### src/rtl/countdown_input_ctrl.sv
// countdown_input_ctrl: front-end for the two-digit BCD countdown stage.
// Synchronises and debounces the pause key and display switch, clamps the
// BCD presets to 0-9, runs the OFF/SET/RUN/PAUSED/DONE state machine and
// issues the load pulse and gated count-down ticks.
// Optional build macro HOLD_RESTART_EN: holding the pause key in PAUSED or
// DONE for HOLD_CYCLES cycles returns the controller to SET.
module countdown_input_ctrl #(
    parameter int DEBOUNCE_CYCLES = 500000,
    parameter int TICK_DIV        = 50000000,
    parameter int HOLD_CYCLES     = 100000000
) (
    input  logic       clock,
    input  logic       reset,
    input  logic       pause_n,
    input  logic       switch,
    input  logic [3:0] set1,
    input  logic [3:0] set2,
    input  logic       at_zero,
    output logic       blank,
    output logic       load,
    output logic [3:0] ld_ones,
    output logic [3:0] ld_tens,
    output logic       tick,
    output logic       running,
    output logic       done
);

    localparam int DB_W  = $clog2(DEBOUNCE_CYCLES + 1);
    localparam int DIV_W = $clog2(TICK_DIV + 1);
    localparam logic [DB_W-1:0]  DB_LAST  = DB_W'(DEBOUNCE_CYCLES - 1);
    localparam logic [DIV_W-1:0] DIV_LAST = DIV_W'(TICK_DIV - 1);

    typedef enum logic [2:0] {
        ST_OFF    = 3'd0,
        ST_SET    = 3'd1,
        ST_RUN    = 3'd2,
        ST_PAUSED = 3'd3,
        ST_DONE   = 3'd4
    } state_t;

    // Preset switches above 9 are not valid BCD; saturate them to 9.
    function automatic logic [3:0] clamp_bcd(input logic [3:0] v);
        clamp_bcd = (v > 4'd9) ? 4'd9 : v;
    endfunction

    logic            pause_s1_r, pause_s2_r, switch_s1_r, switch_s2_r;
    logic [3:0]      set1_s1_r, set1_s2_r, set2_s1_r, set2_s2_r;
    logic            pause_db_r, pause_db_d_r, switch_db_r;
    logic [DB_W-1:0] pause_cnt_r, switch_cnt_r;
    logic            press_s;
    state_t          state_r, state_nxt_s;
    logic            load_s, tick_s, hold_hit_s;
    logic [DIV_W-1:0] div_r, div_nxt_s;
    logic            blank_r, load_r, tick_r, running_r, done_r;
    logic [3:0]      ld_ones_r, ld_tens_r;

    // Two-flop synchronisers; the active-low key idles high.
    always_ff @(posedge clock) begin
        if (reset) begin
            pause_s1_r  <= 1'b1;
            pause_s2_r  <= 1'b1;
            switch_s1_r <= 1'b0;
            switch_s2_r <= 1'b0;
            set1_s1_r   <= 4'd0;
            set1_s2_r   <= 4'd0;
            set2_s1_r   <= 4'd0;
            set2_s2_r   <= 4'd0;
        end else begin
            pause_s1_r  <= pause_n;
            pause_s2_r  <= pause_s1_r;
            switch_s1_r <= switch;
            switch_s2_r <= switch_s1_r;
            set1_s1_r   <= set1;
            set1_s2_r   <= set1_s1_r;
            set2_s1_r   <= set2;
            set2_s2_r   <= set2_s1_r;
        end
    end

    // Pause key debounce; the delayed copy feeds the falling-edge detector.
    always_ff @(posedge clock) begin
        if (reset) begin
            pause_db_r   <= 1'b1;
            pause_db_d_r <= 1'b1;
            pause_cnt_r  <= {DB_W{1'b0}};
        end else begin
            pause_db_d_r <= pause_db_r;
            if (pause_s2_r == pause_db_r) begin
                pause_cnt_r <= {DB_W{1'b0}};
            end else if (pause_cnt_r == DB_LAST) begin
                pause_db_r  <= pause_s2_r;
                pause_cnt_r <= {DB_W{1'b0}};
            end else begin
                pause_cnt_r <= pause_cnt_r + DB_W'(1);
            end
        end
    end

    // Display switch debounce.
    always_ff @(posedge clock) begin
        if (reset) begin
            switch_db_r  <= 1'b0;
            switch_cnt_r <= {DB_W{1'b0}};
        end else begin
            if (switch_s2_r == switch_db_r) begin
                switch_cnt_r <= {DB_W{1'b0}};
            end else if (switch_cnt_r == DB_LAST) begin
                switch_db_r  <= switch_s2_r;
                switch_cnt_r <= {DB_W{1'b0}};
            end else begin
                switch_cnt_r <= switch_cnt_r + DB_W'(1);
            end
        end
    end

    // Only the debounced press (1->0) is an event; release is ignored.
    assign press_s = pause_db_d_r & ~pause_db_r;

`ifdef HOLD_RESTART_EN
    localparam int HOLD_W = $clog2(HOLD_CYCLES + 1);
    localparam logic [HOLD_W-1:0] HOLD_LAST = HOLD_W'(HOLD_CYCLES - 1);
    logic [HOLD_W-1:0] hold_r;
    logic              hold_active_s;

    assign hold_active_s = ((state_r == ST_PAUSED) || (state_r == ST_DONE)) && !pause_db_r;
    assign hold_hit_s    = hold_active_s && (hold_r == HOLD_LAST);

    // Hold timer restarts on release and on every state change.
    always_ff @(posedge clock) begin
        if (reset) begin
            hold_r <= {HOLD_W{1'b0}};
        end else if ((state_nxt_s != state_r) || !hold_active_s) begin
            hold_r <= {HOLD_W{1'b0}};
        end else begin
            hold_r <= hold_r + HOLD_W'(1);
        end
    end
`else
    assign hold_hit_s = 1'b0;
`endif

    // Next-state logic; switch-off overrides everything, at_zero beats press.
    always_comb begin
        state_nxt_s = state_r;
        load_s      = 1'b0;
        if (!switch_db_r) begin
            state_nxt_s = ST_OFF;
        end else begin
            case (state_r)
                ST_OFF: state_nxt_s = ST_SET;
                ST_SET: begin
                    if (press_s) begin
                        state_nxt_s = ST_RUN;
                        load_s      = 1'b1;
                    end else begin
                        state_nxt_s = ST_SET;
                    end
                end
                ST_RUN: begin
                    if (at_zero) begin
                        state_nxt_s = ST_DONE;
                    end else if (press_s) begin
                        state_nxt_s = ST_PAUSED;
                    end else begin
                        state_nxt_s = ST_RUN;
                    end
                end
                ST_PAUSED: begin
                    if (press_s) begin
                        state_nxt_s = ST_RUN;
                    end else if (hold_hit_s) begin
                        state_nxt_s = ST_SET;
                    end else begin
                        state_nxt_s = ST_PAUSED;
                    end
                end
                ST_DONE: begin
                    if (press_s || hold_hit_s) begin
                        state_nxt_s = ST_SET;
                    end else begin
                        state_nxt_s = ST_DONE;
                    end
                end
                default: state_nxt_s = ST_OFF;
            endcase
        end
    end

    // Tick divider: counts only while staying in RUN, holds across a pause.
    always_comb begin
        div_nxt_s = div_r;
        tick_s    = 1'b0;
        if (load_s) begin
            div_nxt_s = {DIV_W{1'b0}};
        end else if ((state_r == ST_RUN) && (state_nxt_s == ST_RUN)) begin
            if (div_r == DIV_LAST) begin
                div_nxt_s = {DIV_W{1'b0}};
                tick_s    = 1'b1;
            end else begin
                div_nxt_s = div_r + DIV_W'(1);
            end
        end else if ((state_nxt_s == ST_RUN) || (state_nxt_s == ST_PAUSED)) begin
            div_nxt_s = div_r;
        end else begin
            div_nxt_s = {DIV_W{1'b0}};
        end
    end

    // State, divider and registered outputs.
    always_ff @(posedge clock) begin
        if (reset) begin
            state_r   <= ST_OFF;
            div_r     <= {DIV_W{1'b0}};
            blank_r   <= 1'b1;
            load_r    <= 1'b0;
            tick_r    <= 1'b0;
            running_r <= 1'b0;
            done_r    <= 1'b0;
            ld_ones_r <= 4'd0;
            ld_tens_r <= 4'd0;
        end else begin
            state_r   <= state_nxt_s;
            div_r     <= div_nxt_s;
            blank_r   <= (state_nxt_s == ST_OFF);
            load_r    <= load_s;
            tick_r    <= tick_s;
            running_r <= (state_nxt_s == ST_RUN);
            done_r    <= (state_nxt_s == ST_DONE);
            if (state_r == ST_SET) begin
                ld_ones_r <= clamp_bcd(set1_s2_r);
                ld_tens_r <= clamp_bcd(set2_s2_r);
            end else begin
                ld_ones_r <= ld_ones_r;
                ld_tens_r <= ld_tens_r;
            end
        end
    end

    assign blank   = blank_r;
    assign load    = load_r;
    assign tick    = tick_r;
    assign running = running_r;
    assign done    = done_r;
    assign ld_ones = ld_ones_r;
    assign ld_tens = ld_tens_r;

endmodule

### config.mk
export PLATFORM = sky130hd
export DESIGN_NAME = countdown_input_ctrl
export DESIGN_NICKNAME = d
export VERILOG_FILES = /design/src/rtl/countdown_input_ctrl.sv
export SDC_FILE = /design/constraint.sdc
export NUM_CORES = 1
export LEC_CHECK = 0
export ABC_AREA = 1
export BUFFER_PORTS_ARGS = -buffer_cell sky130_fd_sc_hd__buf_2
export CAP_MARGIN = 10
export CORE_ASPECT_RATIO = 0.8
export CORE_UTILIZATION = 40
export CTS_CLUSTER_SIZE = 25
export DETAILED_ROUTE_END_ITERATION = 6
export PLACE_DENSITY = 0.66
export SYNTH_ARGS = -nofsm -noshare
export SYNTH_HDL_FRONTEND = slang
export SYNTH_SLANG_ARGS = --single-unit
### constraint.sdc
create_clock -name clock -period 1.5 [get_ports clock]
set_clock_uncertainty 0.1 [all_clocks]
set_input_delay 0.075 -clock clock [delete_from_list [all_inputs] [get_ports clock]]
set_output_delay 0.075 -clock clock [all_outputs]
set_load 0.005 [all_outputs]
==> flow_summary_export.csv <==
group,metric,value,unit
status,status,"complete, but fails checks",
status,violations,"setup timing",
timing,setup_viol,46,
setup_path,reg2reg_slack,-0.07,ns
setup_path,critical_path_required,1.68,ns
grt,grt_pass1_wl,22.6,mm
timing,tightest_slew,0.359,ns
logic_synthesis,synth_area,0.00517,mm^2
final_layout,nNetsFinal,946,
timing,slew_headroom,75.9,%
timing,final_period_minus_worst_setup_slack,1.57,ns
place,placed_cells,1052,
routing,drc,0,
place,io_buffers,25,
logic_synthesis,synth_compound_area_share,6.92,%
place,gp_congestion,0.946,
logic_synthesis,yosysSeqAreaShare,39.9,%
setup_path,r2r-end,"div_r[21]",
timing,tns,-1.34,ns
final_layout,final_layout_size_suffix_gt1_share,40.9,%
logic_synthesis,synth.distinct_cells,34,
routing,wirelength,14.4,mm
setup_path,critPathLaunchType,"flip-flop",
final_layout,n_fill_cell,1037,
grt,antenna_found_initial,0,
die,core,0.0124,mm^2
clocking,h-tree-depth,3,
setup_path,rr_startpoint,"state_r[0]",
logic_synthesis,synth_nets,770,
die,ioPinCount,26,
pwr,clockPowerShare,47.2,%
timing,slew_violations,0,
die,initial_core_util,41.8,%
setup_path,cp-end-kind,"flip-flop",
routing,drtAntennaViolNets,0,
logic_synthesis,ys_warn_count,0,
die,rows,36,
grt,grt_usage,21.3,%
routing,drtIter0Drc,442,
pwr,intPower,4.29,mW
pwr,leakage,3.07,nW
grt,grt_pass1_vias,4711,
clocking,clock_sinks,103,
min_path,worstHoldPathCells,7,
run,drv_cap,0,
logic_synthesis,synthMuxAreaShare,0,%
die,die_w,129,um
logic_synthesis,synth_xor_area_share,4.57,%
min_path,hold_start,"at_zero",
setup_path,crit_arrival,1.75,ns
setup_path,critPathKind,"reg2reg",
pwr,peakVddDrop,0.000939,V
logic_synthesis,syn_area_per_cell,6.86,um^2
logic_synthesis,synthAdderAreaFrac,0.726,%
logic_synthesis,netlist_instances,754,
grt,grt_max_degree,31,
timing,finalHoldViolCount,0,
timing,rsz0062_at_grt,"true",
clocking,clockBufferDepth,2,
pwr,power_density,709,mW/mm^2
min_path,hold_end,"state_r[0]",
logic_synthesis,synthSimpleGateAreaFrac,39.3,%
routing,via_per_inst,4.82,
die,dieArea,0.0134,mm^2
routing,vias,5329,
pwr,switching_share,21.7,%
logic_synthesis,ys_ff_latch,103,
clocking,cts_tree,"built",
clocking,numCtsBuffers,9,
clocking,clk_pin_slew,0.07,ns
timing,fmax,0.637,GHz
pwr,p_seq_share,50.0,%
routing,wl_per_cell,13.0,um
place,hpwl,9.42,mm
pwr,p_switching,1.19,mW
grt,grt_overflow,0,
final_layout,syn_to_final_growth,49.4,%
clocking,root_buffer,"clkbuf_16",
routing,dr.pass1.iters,5,
timing,setup_slack,-0.0708,ns
setup_path,reg2reg_depth,8,
timing,finalCritPeriodShare,105,%
min_path,worstHoldPathType,"in2reg",
logic_synthesis,synth_top_family_by_area,"simple AND/OR/NAND/NOR gates",
pwr,pwr-share-comb,2.8,%
setup_path,path_max_fanout,10,
die,die_y,104,um
final_layout,layout.cells.non_filler,1106,
clocking,clk_latency,0.35,ns
final_layout,num_antenna_cells,0,
[through the flow]
| step | worst slack, ns | cell area (um^2) | total power [mW] | util (%) | hold WS (ns) |
|---|---|---|---|---|---|
| floorplan | 0.00527 | 5240 | 2.89 | - | 0.0788 |
| global placement | -0.208 | 6420 | 2.93 | 51.8 | 0.158 |
| detailed placement | -0.192 | 6420 | 2.94 | 51.8 | 0.161 |
| CTS | -0.0912 | 7170 | 5.55 | 57.9 | 0.145 |
| global route | -0.156 | 7730 | 5.68 | 62.4 | 0.204 |
| finish | -0.0708 | 7730 | 5.48 | 62.4 | 0.179 |
[metal layers]
layer	global-route usage [%]	wire, um
met5	0	0
met4	5.55	143
met3	5.94	974
met2	31.2	6400
met1	30.2	6870
[logic make-up after synthesis]
logic type      count (synthesis)
xor+xnor                       27
simple gates                  449
fa+ha+maj                       3
compound gates                 64
buf+inv                       108
flops                         103
[repair_timing]
| action | 4_1_cts | 5_1_grt |
|---|---|---|
| setup endpoints to repair | 54 | 67 |
| setup buffers | 13 | 10 |
| hold endpoints to repair | 14 | 0 |
| gates cloned | 1 | 3 |
| gates resized for setup | 51 | 133 |
| hold buffers | 12 | 0 |
| pin swaps | 23 | 50 |
[state kept, by name, indices dropped and copies added, names as in the netlist, 3 cells and up]
register / cells
div_r: 26
pause_cnt_r: 19
switch_cnt_r: 19
ld_ones: 4
ld_tens: 4
set1_s1_r: 4
set1_s2_r: 4
set2_s1_r: 4
set2_s2_r: 4
state_r: 3
[critical path, stage by stage (launching register included)]
cell,delay [ns]
dfxtp_4,0.40
inv_4,0.05
nand2_2,0.11
nor2_4,0.06
buf_4,0.14
a31oi_4,0.23
buf_12,0.17
nand2_1,0.07
a21oi_2,0.16
[worst max path at each step]
stage / from / to / depth (start not counted) / slack (ns)
after floorplan: switch_cnt_r[1] / switch_cnt_r[12] / 8 / 0.005
after global placement: div_r[5] / div_r[21] / 8 / -0.21
after detailed placement: div_r[5] / div_r[21] / 8 / -0.19
after CTS: state_r[2] / div_r[15] / 9 / -0.09
after global routing: div_r[22] / div_r[17] / 9 / -0.16
final: state_r[0] / div_r[21] / 8 / -0.07
[cell type report]
class                      instances  area [um^2]  share of cell area, %
multi-input combinational        543         3210                   41.6
clock buffer                       9          225                   2.91
inverter                          93          357                   4.61
tap                              171          214                   2.77
timing repair buffer             180         1480                   19.1
clock inverter                     7          103                   1.33
sequential                       103         2140                   27.7
[synthesized netlist by cell type]
| master | instances | share of area (%) |
|---|---|---|
| a31oi_2 | 2 | 0.48 |
| nand2_1 | 169 | 12 |
| or2_2 | 7 | 0.85 |
| nor3_2 | 3 | 0.58 |
| o211ai_1 | 1 | 0.15 |
| clkbuf_1 | 3 | 0.22 |
| a21o_1 | 1 | 0.15 |
| nor3_4 | 2 | 0.63 |
| nand3b_1 | 6 | 0.87 |
| a21oi_1 | 44 | 4.3 |
| nand4_1 | 20 | 2.4 |
| inv_2 | 6 | 0.44 |
| nor3_1 | 15 | 1.5 |
| buf_2 | 7 | 0.68 |
| o21bai_1 | 3 | 0.44 |
| o21ai_0 | 10 | 0.97 |
| a21oi_2 | 2 | 0.34 |
| and3_1 | 1 | 0.12 |
| o21a_1 | 1 | 0.15 |
| buf_6 | 3 | 0.65 |
| nand3_2 | 4 | 0.77 |
| ha_1 | 3 | 0.73 |
| nand3_1 | 54 | 5.2 |
| xor2_1 | 19 | 3.2 |
| nor2_4 | 3 | 0.65 |
| nand2_4 | 3 | 0.65 |
| inv_1 | 87 | 6.3 |
| buf_4 | 2 | 0.29 |
| nand2_2 | 9 | 1.1 |
| dfxtp_1 | 103 | 40 |
| nor2_1 | 139 | 10 |
| nor4_1 | 3 | 0.36 |
| nor2_2 | 11 | 1.3 |
| xnor2_1 | 8 | 1.4 |
[power by group through the flow]
stage | Combinational [mW] | Clock [mW] | Sequential (mW)
final | 0.151 | 2.59 | 2.74
after global placement | 0.100 | 0 | 2.83
after detailed placement | 0.102 | 0 | 2.83
after floorplan | 0.0568 | 0 | 2.83
after CTS | 0.128 | 2.66 | 2.76
after global routing | 0.166 | 2.77 | 2.75
[cells in the final DEF, fill, tap and decap left out, types with 2 or more instances in the layout]
cell type	Yosys	layout
or2_2	7	6
nor4_1	3	2
buf_4	2	128
xor2_1	19	18
nand2_2	9	22
nand4_1	20	20
nand2_4	3	5
clkbuf_16	0	12
a21oi_1	44	23
inv_6	0	2
nor2_4	3	13
nor3_4	2	7
xnor2_1	8	8
buf_12	0	7
inv_4	0	3
nor3_1	15	7
a21oi_2	2	22
ha_4	0	3
bufinv_16	0	2
buf_6	3	5
o21ai_0	10	9
nor2_2	11	38
nand2_1	169	153
nand3_1	54	38
buf_2	7	25
o21bai_1	3	3
inv_1	87	79
inv_2	6	11
dlygate4sd3_1	0	12
dfxtp_4	0	14
nor3_2	3	6
nand3_4	0	3
a31oi_4	0	2
dfxtp_2	0	21
nand3b_1	6	6
nor2_1	139	102
dfxtp_1	103	68
nand3_2	4	17
Power figures use the tool's default switching activity.
